<file path="src/rtl/multicycle_controller.sv">
// Control FSM for a multicycle MIPS-subset datapath: one instruction phase per state,
// shared instruction/data memory port with req/ready handshake, retired-instruction counter.
module multicycle_controller #(
  parameter logic [4:0] ALU_AND = 5'b00000,
  parameter logic [4:0] ALU_OR  = 5'b00001,
  parameter logic [4:0] ALU_ADD = 5'b00010,
  parameter logic [4:0] ALU_SUB = 5'b00110,
  parameter logic [4:0] ALU_SLT = 5'b00111
) (
  input  logic        clock,
  input  logic        reset_n,
  input  logic [5:0]  opcode,
  input  logic [5:0]  funct,
  input  logic        zero,
  input  logic        memReady,
  output logic        memReq,
  output logic        memWrite,
  output logic        iOrD,
  output logic        irWrite,
  output logic        pcWrite,
  output logic [1:0]  pcSrc,
  output logic        aluSrcA,
  output logic [1:0]  aluSrcB,
  output logic [4:0]  aluControl,
  output logic        regWrite,
  output logic [1:0]  regDst,
  output logic [1:0]  memToReg,
  output logic        illegal,
  output logic [31:0] retired,
  output logic [3:0]  state
);

  typedef enum logic [3:0] {
    RESET_S = 4'd0,  FETCH  = 4'd1,  DECODE = 4'd2,  MEMADR  = 4'd3,
    MEMRD   = 4'd4,  MEMWB  = 4'd5,  MEMWR  = 4'd6,  EXECUTE = 4'd7,
    ALUWB   = 4'd8,  BRANCH = 4'd9,  ADDIEX = 4'd10, ADDIWB  = 4'd11,
    JUMP    = 4'd12, JAL    = 4'd13, JR     = 4'd14
  } state_e;

  localparam logic [5:0] OP_RTYPE = 6'b000000;
  localparam logic [5:0] OP_LW    = 6'b100011;
  localparam logic [5:0] OP_SW    = 6'b101011;
  localparam logic [5:0] OP_BEQ   = 6'b000100;
  localparam logic [5:0] OP_ADDI  = 6'b001000;
  localparam logic [5:0] OP_J     = 6'b000010;
  localparam logic [5:0] OP_JAL   = 6'b000011;
  localparam logic [5:0] FN_JR    = 6'b001000;
  localparam logic [5:0] FN_ADD   = 6'b100000;
  localparam logic [5:0] FN_SUB   = 6'b100010;
  localparam logic [5:0] FN_AND   = 6'b100100;
  localparam logic [5:0] FN_OR    = 6'b100101;
  localparam logic [5:0] FN_SLT   = 6'b101010;

  state_e      state_q, state_d;
  logic [31:0] retired_q, retired_d;
  logic        retire;

  // NOTE: state registers use non-blocking assignments so every flop samples pre-edge values.
  always_ff @(posedge clock or negedge reset_n) begin
    if (!reset_n) begin
      state_q   <= RESET_S;
      retired_q <= '0;
    end else begin
      state_q   <= state_d;
      retired_q <= retired_d;
    end
  end

  // NOTE: every comb output gets a default up front so no path can infer a latch.
  always_comb begin
    state_d = state_q;
    retire  = 1'b0;
    unique case (state_q)
      RESET_S: state_d = FETCH;
      FETCH:   if (memReady) state_d = DECODE;
      DECODE: begin
        unique case (opcode)
          OP_LW, OP_SW: state_d = MEMADR;
          OP_RTYPE:     state_d = (funct == FN_JR) ? JR : EXECUTE;
          OP_BEQ:       state_d = BRANCH;
          OP_ADDI:      state_d = ADDIEX;
          OP_J:         state_d = JUMP;
          OP_JAL:       state_d = JAL;
          default:      state_d = FETCH;
        endcase
      end
      MEMADR:  state_d = (opcode == OP_LW) ? MEMRD : MEMWR;
      MEMRD:   if (memReady) state_d = MEMWB;
      MEMWR: begin
        if (memReady) begin
          state_d = FETCH;
          retire  = 1'b1;
        end
      end
      EXECUTE: begin
        unique case (funct)
          FN_ADD, FN_SUB, FN_AND, FN_OR, FN_SLT: state_d = ALUWB;
          default:                               state_d = FETCH;
        endcase
      end
      ADDIEX:  state_d = ADDIWB;
      MEMWB, ALUWB, BRANCH, ADDIWB, JUMP, JAL, JR: begin
        state_d = FETCH;
        retire  = 1'b1;
      end
      default: state_d = FETCH;
    endcase
  end

  assign retired_d = retire ? retired_q + 32'd1 : retired_q;

  always_comb begin
    memReq     = 1'b0;
    memWrite   = 1'b0;
    iOrD       = 1'b0;
    irWrite    = 1'b0;
    pcWrite    = 1'b0;
    pcSrc      = 2'd0;
    aluSrcA    = 1'b0;
    aluSrcB    = 2'd0;
    aluControl = ALU_ADD;
    regWrite   = 1'b0;
    regDst     = 2'd0;
    memToReg   = 2'd0;
    illegal    = 1'b0;
    unique case (state_q)
      RESET_S: aluControl = 5'd0;
      FETCH: begin
        memReq  = 1'b1;
        aluSrcB = 2'd1;
        irWrite = memReady;
        pcWrite = memReady;
      end
      DECODE: begin
        aluSrcB = 2'd3;
        unique case (opcode)
          OP_LW, OP_SW, OP_RTYPE, OP_BEQ, OP_ADDI, OP_J, OP_JAL: illegal = 1'b0;
          default:                                               illegal = 1'b1;
        endcase
      end
      MEMADR, ADDIEX: begin
        aluSrcA = 1'b1;
        aluSrcB = 2'd2;
      end
      MEMRD: begin
        memReq = 1'b1;
        iOrD   = 1'b1;
      end
      MEMWB: begin
        regWrite = 1'b1;
        memToReg = 2'd1;
      end
      MEMWR: begin
        memReq   = 1'b1;
        memWrite = 1'b1;
        iOrD     = 1'b1;
      end
      EXECUTE: begin
        aluSrcA = 1'b1;
        unique case (funct)
          FN_ADD:  aluControl = ALU_ADD;
          FN_SUB:  aluControl = ALU_SUB;
          FN_AND:  aluControl = ALU_AND;
          FN_OR:   aluControl = ALU_OR;
          FN_SLT:  aluControl = ALU_SLT;
          default: illegal    = 1'b1;
        endcase
      end
      ALUWB: begin
        regWrite = 1'b1;
        regDst   = 2'd1;
      end
      BRANCH: begin
        aluSrcA    = 1'b1;
        aluControl = ALU_SUB;
        pcSrc      = 2'd1;
        pcWrite    = zero;
      end
      ADDIWB:  regWrite = 1'b1;
      JUMP: begin
        pcSrc   = 2'd2;
        pcWrite = 1'b1;
      end
      JAL: begin
        pcSrc    = 2'd2;
        pcWrite  = 1'b1;
        regWrite = 1'b1;
        regDst   = 2'd2;
        memToReg = 2'd2;
      end
      JR: begin
        pcSrc   = 2'd3;
        pcWrite = 1'b1;
      end
      default: ;
    endcase
  end

  assign retired = retired_q;
  assign state   = state_q;

endmodule

</file>
<file path="config.mk">
export PLATFORM = sky130hd
export DESIGN_NAME = multicycle_controller
export DESIGN_NICKNAME = d
export VERILOG_FILES = /design/src/rtl/multicycle_controller.sv
export SDC_FILE = /design/constraint.sdc
export NUM_CORES = 1
export LEC_CHECK = 0
export ABC_CLOCK_PERIOD_IN_PS = 3600
export BUFFER_PORTS_ARGS = -buffer_cell sky130_fd_sc_hd__buf_2
export CAP_MARGIN = 20
export CELL_PAD_IN_SITES_DETAIL_PLACEMENT = 1
export CELL_PAD_IN_SITES_GLOBAL_PLACEMENT = 2
export CORE_MARGIN = 2
export CORE_UTILIZATION = 32
export CTS_CLUSTER_SIZE = 20
export DETAILED_ROUTE_END_ITERATION = 10
export MAX_ROUTING_LAYER = met4
export PLACE_DENSITY = 0.95
export SYNTH_ARGS = -nofsm -noshare
export SYNTH_HDL_FRONTEND = slang
export SYNTH_SLANG_ARGS = --single-unit
</file>
<file path="constraint.sdc">
create_clock -name clock -period 3.6 [get_ports clock]
set_input_delay 0.72 -clock clock [delete_from_list [all_inputs] [get_ports clock]]
set_output_delay 0.72 -clock clock [all_outputs]
set_load 0.02 [all_outputs]
</file>
==> results.ini, run 1 <==
[finish]
diodes=0
fill_cells=843
area_growth_syn_to_layout_pct=21.67
drive_gt1_share_pct=26.52
postLayoutCellArea_sq_mm=0.002711
finalNonFillerCells=393
final_core_util_pct=40.13
final_nets=329

[worst_hold_path]
min_path_type=reg2reg
hp-start=retired[31]$_DFFE_PN0P_
worstHoldPathCells=1
min_to=retired[31]$_DFFE_PN0P_

[synthesis]
syn_area_sq_mm=0.002228
syn-mean-instance-area_sq_um=9.022
synthTopCellsByCount=dfrtp_1 (36), nor2_1 (24), nand2_1 (22), xor2_1 (18)
ys_types=49
synth_edf_count=0
synthCells=247
yosysTopAreaCell=dfrtp_1
synth_top_area_share_pct=40.43
synth_area_leaders=dfrtp_1 (40%), xor2_1 (7.1%), xnor2_1 (5.1%)
yosysWarnings=0
synthArstFlopShare_pct=100.0
synth.yosys.seq_area_share_pct=40.43
synth_seq_cells=36
synthFlopType=dfrtp_1
synth_most_common_cell=dfrtp_1

[placement]
gp_congestion=0.7791
dp_worst_setup_slack_ps=1047
post-dp-hpwl_um=4434
port_buffers=70
dpl_cell_area_sq_mm=0.002604
place_inst=385

[power_and_ir_drop]
p_total_mw=1.554
power.density_mw_per_mm2=573.1
ir_drop_mv=0.1849
power_leakage_nw=1.404

[timing]
whs_ps=463.5
slew-limit-headroom_pct=46.57
fin_ws_ps=717.6
finalCritPeriodShare_pct=80.07
rsz0062_at_grt=no
timing.final.crit_period_ps=2882
tns_ps=0
tightest_slew_ps=801.5
setup_violations=0
max_freq_mhz=346.9
skew_ps=9.831
hold_violations=0
slew_viol_final=0

[setup_path]
worstSetupPathType=reg2out
arrival_ps=2160
r2r-start=state[1]$_DFFE_PN0P_
r2r_slack_ps=1170
worstReg2RegEnd=retired[27]$_DFFE_PN0P_
rr_worst_depth=5
crit_path_end_kind=output pin
required_ps=2880
worstPathMaxFanout=20
crit_path_start_kind=register

[global_routing]
overflow=0
antenna_found_initial=0
grt_pass1_wl_um=9701
grt_max_degree=37
grt_pass1_vias=1999
grt_usage_pct=16.23

[job]
drv_cap=0

[die]
start_util_pct=32.98
dieArea_sq_mm=0.007648
ios=73
num_rows=30
die_y_um=87.45
coreArea_sq_mm=0.006756
die_w_um=87.45

[drt]
wl_per_cell_um=15.27
routed_wl_um=6001
antenna_left=0
drtIter0Drc=151
viasPerCell=5.356
vias=2105
drtPass1Iterations=4
drcViolationCount=0

[cts]
htree_levels=2
clk_pin_slew_ps=70
ctsResizeCount=0
cts_root_buffer=clkbuf_8
clk_latency_ps=280
holdBufCountCts=0
cts_sinks=36
numCtsBuffers=5
cts_buffer_depth=2
post_cts_buffers=0
tritoncts=done

[status]
status=finished, final reports clean

==> worst max-delay path: stages, from the launching register on <==
cell and delay (ps):
dfrtp_1 780, nand2b_1 300, nor3_1 260, o31ai_1 110
a21o_1 170, o31ai_1 60, buf_2 200
==> layout by cell type (no fill, tap or decap), drive strengths merged, types with 9 or more instances in the layout <==
cell and n:
dfrtp 36, xnor2 13, buf 70, xor2 18
nor2 24, a21oi 11, nand3 14, nand2 22
nor3 12, and3 9
==> worst max-delay path by stage <==
stage / depth (start not counted) / to / startpoint / slack [ps]
detailed placement: 6 / illegal / state[1]$_DFFE_PN0P_ / 1050
finish: 6 / illegal / state[1]$_DFFE_PN0P_ / 720
floorplan: 5 / regWrite / state[2]$_DFFE_PN0P_ / 1140
global placement: 6 / aluControl[2] / funct[0] / 1070
global route: 6 / illegal / state[1]$_DFFE_PN0P_ / 540
CTS: 6 / illegal / state[1]$_DFFE_PN0P_ / 720
==> sequential cells by signal, indices dropped and copies added (netlist names) <==
signal and count:
retired 32, state 4
==> cell families (layout without fill, tap and decap cells) <==
| kind of cell | Yosys count | after routing | synth area share, % |
|---|---|---|---|
| flip-flops | 36 | 36 | 40.43 |
| XOR/XNOR | 31 | 31 | 12.18 |
| adder cells (fa/ha/maj) | 1 | 1 | 0.5614 |
| multiplexers | 4 | 4 | 1.853 |
| buffers and inverters | 21 | 86 | 4.885 |
| other | 1 | 2 | 0.1683 |
| AND/OR/NAND/NOR | 114 | 114 | 27.40 |
| AO/OA/AOI/OAI | 39 | 39 | 12.52 |
==> where the power goes <==
part,internal [mW],total (mW),switching [mW]
Sequential,0.454,0.586,0.133
Combinational,0.229,0.618,0.389
Clock,0.206,0.349,0.144
==> per-layer routing <==
layer / up-vias / wire length, um / GRT usage, % / part of all wire [%]
met1: 1046 / 2858 / 22.00 / 48
li1: 1006 / - / - / -
met3: 8 / 203 / 3.223 / 3.4
met5: - / 0 / - / 0
met2: 45 / 2886 / 25.41 / 48
met4: 0 / 52 / 2.937 / 0.87
==> area by class of cell <==
type	count	area, sq um	area share (%)
clock buffer	6	72.57	2.677
clock inverter	2	35.03	1.292
inverter	8	30.03	1.108
multi-input combinational	191	1222	45.09
sequential	36	900.9	33.23
tap	80	100.1	3.692
timing repair buffer	70	350.3	12.92
No activity file was read; power rests on OpenSTA's default activity.
==> run 2: changes to the inputs <==
==> config.mk (replaced) <==
export PLATFORM = sky130hd
export DESIGN_NAME = multicycle_controller
export DESIGN_NICKNAME = d
export VERILOG_FILES = /design/src/rtl/multicycle_controller.sv
export SDC_FILE = /design/constraint.sdc
export NUM_CORES = 1
export LEC_CHECK = 0
export ABC_AREA = 1
export ABC_CLOCK_PERIOD_IN_PS = 2700
export BUFFER_PORTS_ARGS = -buffer_cell sky130_fd_sc_hd__buf_2
export CAP_MARGIN = 20
export CELL_PAD_IN_SITES_DETAIL_PLACEMENT = 1
export CELL_PAD_IN_SITES_GLOBAL_PLACEMENT = 2
export CORE_MARGIN = 2
export CORE_UTILIZATION = 28
export CTS_CLUSTER_SIZE = 20
export DETAILED_ROUTE_END_ITERATION = 10
export MAX_ROUTING_LAYER = met4
export PLACE_DENSITY = 0.92
export SYNTH_ARGS = -nofsm -noshare
export SYNTH_HDL_FRONTEND = slang
export SYNTH_SLANG_ARGS = --single-unit
==> constraint.sdc (replaced) <==
create_clock -name clock -period 2.7 [get_ports clock]
set_input_delay 0.54 -clock clock [delete_from_list [all_inputs] [get_ports clock]]
set_output_delay 0.54 -clock clock [all_outputs]
set_load 0.02 [all_outputs]
==> results.ini, run 2 <==
[status]
status=finished, final reports clean

[synthesis]
syn_area_sq_mm=0.002774  ; +24%
synthFlopType=dfrtp_1
synth_top_family_by_area=simple AND/OR/NAND/NOR gates
synth_area_leaders=dfrtp_1 (32%), nand2_1 (20%), nor2_1 (9.2%)
synth.yosys.seq_area_share_pct=32.48  ; -8.0 points
synth_simple_gate_area_share_pct=43.03  ; +16 points
synthMuxAreaShare_pct=0  ; -1.9 points
synthArstFlopShare_pct=100.0  ; unchanged
synth_edf_count=0  ; unchanged
synthCells=441  ; +79%
yosysTopAreaCell=dfrtp_1
synth_seq_cells=36  ; unchanged
yosysWarnings=0  ; unchanged
synthAdderAreaFrac_pct=0.4511  ; -0.11 points
synth_most_common_cell=nand2_1
synth_top_area_share_pct=32.48  ; -8.0 points
syn-mean-instance-area_sq_um=6.290  ; -30%
synth_compound_area_share_pct=6.495  ; -6.0 points
ys_types=30  ; -39%
synth-xor-area-share_pct=6.225  ; -6.0 points
synthTopCellsByCount=nand2_1 (145), nor2_1 (68), inv_1 (59), dfrtp_1 (36), nand3_1 (31)

[finish]
layout_commonest_cell=nand2_1
area_growth_syn_to_layout_pct=19.89
finalNonFillerCells=646  ; +64%
diodes=0  ; unchanged
largest_reg_flops=32  ; unchanged
fill_cells=1300  ; +54%
final_nets=529  ; +61%
drive_gt1_share_pct=20.27  ; -6.2 points
most-common-layout-cells=nand2_1 (145), buf_2 (70), nor2_1 (68)

[global_routing]
grt_pass1_wl_um=14610  ; +51%
grt_pass1_vias=3123  ; +56%
grt_usage_pct=16.87  ; +0.64 points
grt_max_degree=37  ; unchanged
antenna_found_initial=0  ; unchanged
overflow=0  ; unchanged

[timing]
slew-limit-headroom_pct=42.96  ; -3.6 points
timing.final.crit_period_ps=2317
rsz0062_at_grt=no
tns_ps=0  ; unchanged
slew_viol_final=0  ; unchanged
tightest_slew_ps=855.7  ; +54.19 ps
max_freq_mhz=431.5
skew_ps=4.482  ; -5.349 ps
setup_violations=0  ; unchanged
finalCritPeriodShare_pct=85.83
hold_violations=0  ; unchanged

[drt]
drcViolationCount=0  ; unchanged
drtPass1Iterations=4  ; unchanged
viasPerCell=4.568  ; -15%
wl_met1_um=3726  ; +30%
wl_met3_um=339  ; +67%
top_layer_used=met4
routed_wl_um=8642  ; +44%
wl_per_cell_um=13.38  ; -12%
wl_met2_um=4489  ; +56%
antenna_left=0  ; unchanged
vias=2951  ; +40%
drtIter0Drc=58  ; -62%

[power_and_ir_drop]
power_leakage_nw=1.833  ; +31%
power.density_mw_per_mm2=674.5  ; +18%
ir_drop_mv=0.4101  ; +120%
p_total_mw=2.243  ; +44%

[cts]
holdBufCountCts=0  ; unchanged
cts_sinks=36  ; unchanged
cts_root_buffer=clkbuf_8
tritoncts=done
htree_levels=2  ; unchanged
clk_latency_ps=290  ; about the same
numCtsBuffers=5  ; unchanged
cts_buffer_depth=2  ; unchanged
clk_pin_slew_ps=70  ; about the same
ctsResizeCount=0  ; unchanged
post_cts_buffers=0  ; unchanged

[setup_path]
rr_worst_depth=9  ; +4
cp_top_family=flip-flops
worstReg2RegEnd=retired[13]$_DFFE_PN0P_
arrival_ps=1780  ; -380 ps
cp_num_buf_inv=3  ; +2
crit_path_start_kind=register
r2r_slack_ps=710  ; -460 ps
worstPathCellList=nand2_1 > inv_1 > nand2_1 > inv_1 > nor2_1 > o21ai_0 > o211ai_1 > buf_2
crit_path_end_kind=output pin
r2r-start=state[0]$_DFFE_PN0P_
worstSetupPathType=reg2out
crit_slowest_cell=dfrtp_1
worstPathMaxFanout=9  ; -55%
slowest_delay_ps=570  ; -210 ps
required_ps=2160  ; -720 ps

[die]
die_w_um=103.5  ; +18%
num_rows=36  ; +20%
start_util_pct=28.64  ; -4.3 points
die_y_um=103.5  ; +18%
coreArea_sq_mm=0.009684  ; +43%
dieArea_sq_mm=0.01072  ; +40%
ios=73  ; unchanged

[placement]
port_buffers=70  ; unchanged
post-dp-hpwl_um=7109  ; +60%
gp_congestion=0.8597  ; +10%
place_inst=638  ; +66%

[worst_hold_path]
min_path_type=in2async

[job]
drv_cap=0  ; unchanged

-- run 2: cell types whose count changed in the layout (fill, tap and decap cells not counted), sizes merged, moves of 4 or more --
cell    before  now
nand2       22  153
inv          8   63
nor2        24   79
nand3       14   31
o21ai        4   20
xnor2       13    4
and3         9    1
nand2b       7    0
and4         6    0
nor4         6    0
o22ai        5    0
xor2        18   14
-- run 2: final cells by class --
cell class	instances	area [sq um]	share of cell area (%)
repair buffers	72	365.4	10.99
multi-input cells	334	1567	47.10
inverters	63	236.5	7.111
flip-flops and latches	36	900.9	27.09
clock buffers	8	90.09	2.709
well taps	133	166.4	5.004
-- run 2: routing by layer --
| layer | global-route usage [%] | vias up |
|---|---|---|
| li1 | - | 1494 |
| met1 | 19.04 | 1391 |
| met2 | 30.79 | 58 |
| met3 | 3.021 | 8 |
| met4 | 4.344 | 0 |
| met5 | - | - |
-- run 2: kinds of logic (layout without fill, tap and decap cells) --
group                      count (synthesis)  in the layout
AOI/OAI and AO/OA                         33             33
xor gates and xnor gates                  18             18
adders and majority gates                  1              1
buffers and inverters                     72            143
DFF                                       36             36
other                                      1              2
and+or+nand+nor                          280            280
-- run 2: per-stage QoR --
| step | util, % | instance area [sq um] | setup WS (ps) | hold slack [ps] |
|---|---|---|---|---|
| floorplan | - | 2778 | 636.3 | 244.4 |
| global placement | 33.41 | 3236 | 646.3 | 507.5 |
| detailed placement | 33.41 | 3236 | 629.9 | 515.8 |
| CTS | 34.34 | 3326 | 390.4 | 378.9 |
| global route | 34.34 | 3326 | 231.7 | 414.6 |
| finish | 34.34 | 3326 | 382.6 | 349.5 |
-- run 2: worst max-delay path by stage --
| stage | start | to | cells after the start |
|---|---|---|---|
| floorplan | state[2]$_DFFE_PN0P_ | aluControl[0] | 6 |
| global placement | funct[4] | illegal | 8 |
| detailed placement | funct[4] | illegal | 8 |
| CTS | state[0]$_DFFE_PN0P_ | aluControl[1] | 8 |
| global route | state[0]$_DFFE_PN0P_ | aluControl[1] | 8 |
| finish | state[0]$_DFFE_PN0P_ | aluControl[1] | 8 |
-- run 2: power breakdown --
group / internal (mW) / total [mW] / leakage [nW] / switching, mW
registers: 0.618 / 0.754 / 0.470 / 0.136
clock network: 0.209 / 0.414 / 0.0455 / 0.206
logic: 0.320 / 1.07 / 1.32 / 0.754
total: 1.15 / 2.24 / 1.83 / 1.10
==> run 3: changes to the inputs <==
--- a/config.mk
+++ b/config.mk
@@ -8,15 +8,15 @@
 export ABC_AREA = 1
 export ABC_CLOCK_PERIOD_IN_PS = 2700
 export BUFFER_PORTS_ARGS = -buffer_cell sky130_fd_sc_hd__buf_2
-export CAP_MARGIN = 20
+export CAP_MARGIN = 15
 export CELL_PAD_IN_SITES_DETAIL_PLACEMENT = 1
-export CELL_PAD_IN_SITES_GLOBAL_PLACEMENT = 2
+export CELL_PAD_IN_SITES_GLOBAL_PLACEMENT = 1
 export CORE_MARGIN = 2
-export CORE_UTILIZATION = 28
+export CORE_UTILIZATION = 36
 export CTS_CLUSTER_SIZE = 20
 export DETAILED_ROUTE_END_ITERATION = 10
 export MAX_ROUTING_LAYER = met4
-export PLACE_DENSITY = 0.92
+export PLACE_DENSITY = 0.91
 export SYNTH_ARGS = -nofsm -noshare
 export SYNTH_HDL_FRONTEND = slang
 export SYNTH_SLANG_ARGS = --single-unit
==> results.ini, run 3 (synthesis gave the netlist of run 2 again) <==
[status]
status=finished, final reports clean

[placement]
gp_congestion=0.9774  ; +14%
dp_worst_setup_slack_ps=590.7  ; -39.20 ps
post-dp-hpwl_um=6882  ; -3.2%
port_buffers=70  ; unchanged

[finish]
most-common-layout-cells=nand2_1 (145), buf_2 (70), nor2_1 (68)
diodes=0  ; unchanged
drive_gt1_share_pct=20.12  ; -0.16 points
final_nets=528  ; -0.19%
layout_commonest_cell=nand2_1
largest_reg_flops=32  ; unchanged
area_growth_syn_to_layout_pct=18.22

[setup_path]
arrival_ps=1760  ; -20 ps
slowest_delay_ps=570  ; about the same
cp_num_buf_inv=3  ; unchanged
crit_slowest_cell=dfrtp_1
worstPathMaxFanout=9  ; unchanged
required_ps=2160  ; about the same
worstSetupPathType=reg2out
crit_path_end_kind=output pin
crit_path_start_kind=register
cp_top_family=flip-flops
worstPathCellList=nand2_1 > inv_1 > nand2_1 > inv_1 > nor2_1 > o21ai_0 > o211ai_1 > buf_2

[global_routing]
grt_pass1_vias=3253  ; +4.2%
overflow=0  ; unchanged
grt_usage_pct=21.95  ; +5.1 points
antenna_found_initial=0  ; unchanged
grt_pass1_wl_um=14630  ; +0.14%
grt_max_degree=37  ; unchanged

[drt]
routed_wl_um=8592  ; -0.58%
drcViolationCount=0  ; unchanged
vias=3041  ; +3.0%
drtIter0Drc=72  ; +24%
drtPass1Iterations=4  ; unchanged
antenna_left=0  ; unchanged
wl_per_cell_um=13.99  ; +4.6%
viasPerCell=4.953  ; +8.4%

[die]
die_w_um=91.78  ; -11%
ios=73  ; unchanged
start_util_pct=36.46  ; +7.8 points
num_rows=32  ; -11%
die_y_um=91.78  ; -11%
dieArea_sq_mm=0.008424  ; -21%
coreArea_sq_mm=0.007607  ; -21%

[job]
drv_cap=0  ; unchanged

[power_and_ir_drop]
ir_drop_mv=0.4699  ; +15%
combPwrFrac_pct=47.9  ; about the same
power_leakage_nw=1.828  ; -0.29%
power.density_mw_per_mm2=679.7  ; +0.78%
swShare_pct=48.85  ; about the same
power_frac_clock_pct=18.1  ; -0.4 points
power_switching_mw=1.089  ; -0.65%
intPower_mw=1.140  ; -0.59%
seqPwrFrac_pct=34.0  ; +0.4 points

[cts]
clk_pin_slew_ps=70  ; about the same
ctsResizeCount=0  ; unchanged
tritoncts=done
numCtsBuffers=5  ; unchanged
holdBufCountCts=0  ; unchanged
post_cts_buffers=0  ; unchanged
cts_buffer_depth=2  ; unchanged
cts_sinks=36  ; unchanged
cts_root_buffer=clkbuf_8
htree_levels=2  ; unchanged
clk_latency_ps=290  ; about the same

[timing]
max_freq_mhz=435.2  ; +0.86%
rsz0062_at_grt=no
tns_ps=0  ; unchanged
tightest_slew_ps=842.7  ; -12.90 ps
hold_violations=0  ; unchanged
timing.final.crit_period_ps=2298  ; -19.87 ps
slew_viol_final=0  ; unchanged
slew-limit-headroom_pct=43.82  ; +0.86 points
fin_ws_ps=402.5  ; +19.87 ps
finalCritPeriodShare_pct=85.09  ; -0.74 points
skew_ps=4.902  ; +0.4201 ps
setup_violations=0  ; unchanged

[worst_hold_path]
min_path_type=in2async

==> run 3: metal layers <==
| layer | wire length, um | track usage (%) | up-vias |
|---|---|---|---|
| met5 | 0 | - | - |
| met4 | 119 | 5.348 | 0 |
| met3 | 375 | 3.369 | 13 |
| met2 | 4565 | 41.79 | 65 |
| met1 | 3531 | 23.79 | 1474 |
| li1 | - | - | 1489 |
==> run 3: power by group through the flow <==
stage	clock [mW]	sequential, mW	combinational (mW)
after detailed placement	0	0.766	1.08
final	0.404	0.758	1.07
after floorplan	0	0.811	0.706
after global placement	0	0.756	1.04
after CTS	0.413	0.756	1.08
after global routing	0.435	0.773	1.19
==> run 3: worst register-to-register path, delay by kind of cell, from the launching register on <==
kind | cells | cell delay [ps]
simple gates | 9 | 1010
buf+inv | 1 | 400
flops | 1 | 570
==> run 3: layout make-up <==
type                    instances  area [sq um]
clock buffers                   8         90.09
fillers                      1083          4328
inverters                      63         236.5
multi-input cells             334          1567
flip-flops and latches         36         900.9
well taps                     102         127.6
repair buffers                 71         357.8
==> run 3: path summary, 6_finish.rpt <==
kind	start	end	cells past startpoint	slack, ps
max in group asynchronous	reset_n	retired[3]$_DFFE_PN0P_	1	1820
setup / recovery	state[0]$_DFFE_PN0P_	aluControl[1]	8	400
hold reg to reg	retired[20]$_DFFE_PN0P_	retired[20]$_DFFE_PN0P_	1	540
min in group clock	retired[20]$_DFFE_PN0P_	retired[20]$_DFFE_PN0P_	1	540
hold / removal	reset_n	retired[10]$_DFFE_PN0P_	1	350
setup reg to reg	state[0]$_DFFE_PN0P_	retired[17]$_DFFE_PN0P_	10	610
==> run 3: through the flow <==
| step | total power [mW] | utilization [%] | hold WS [ps] | instances | cell area, sq um |
|---|---|---|---|---|---|
| finish | 2.229 | 43.11 | 351.2 | 614 | 3279 |
| floorplan | 1.517 | - | 244.4 | 442 | 2778 |
| global placement | 1.799 | 41.92 | 506.5 | 606 | 3189 |
| global route | 2.399 | 43.11 | 429.1 | 614 | 3279 |
| CTS | 2.251 | 43.11 | 380.8 | 614 | 3279 |
| detailed placement | 1.842 | 41.92 | 540.8 | 606 | 3189 |
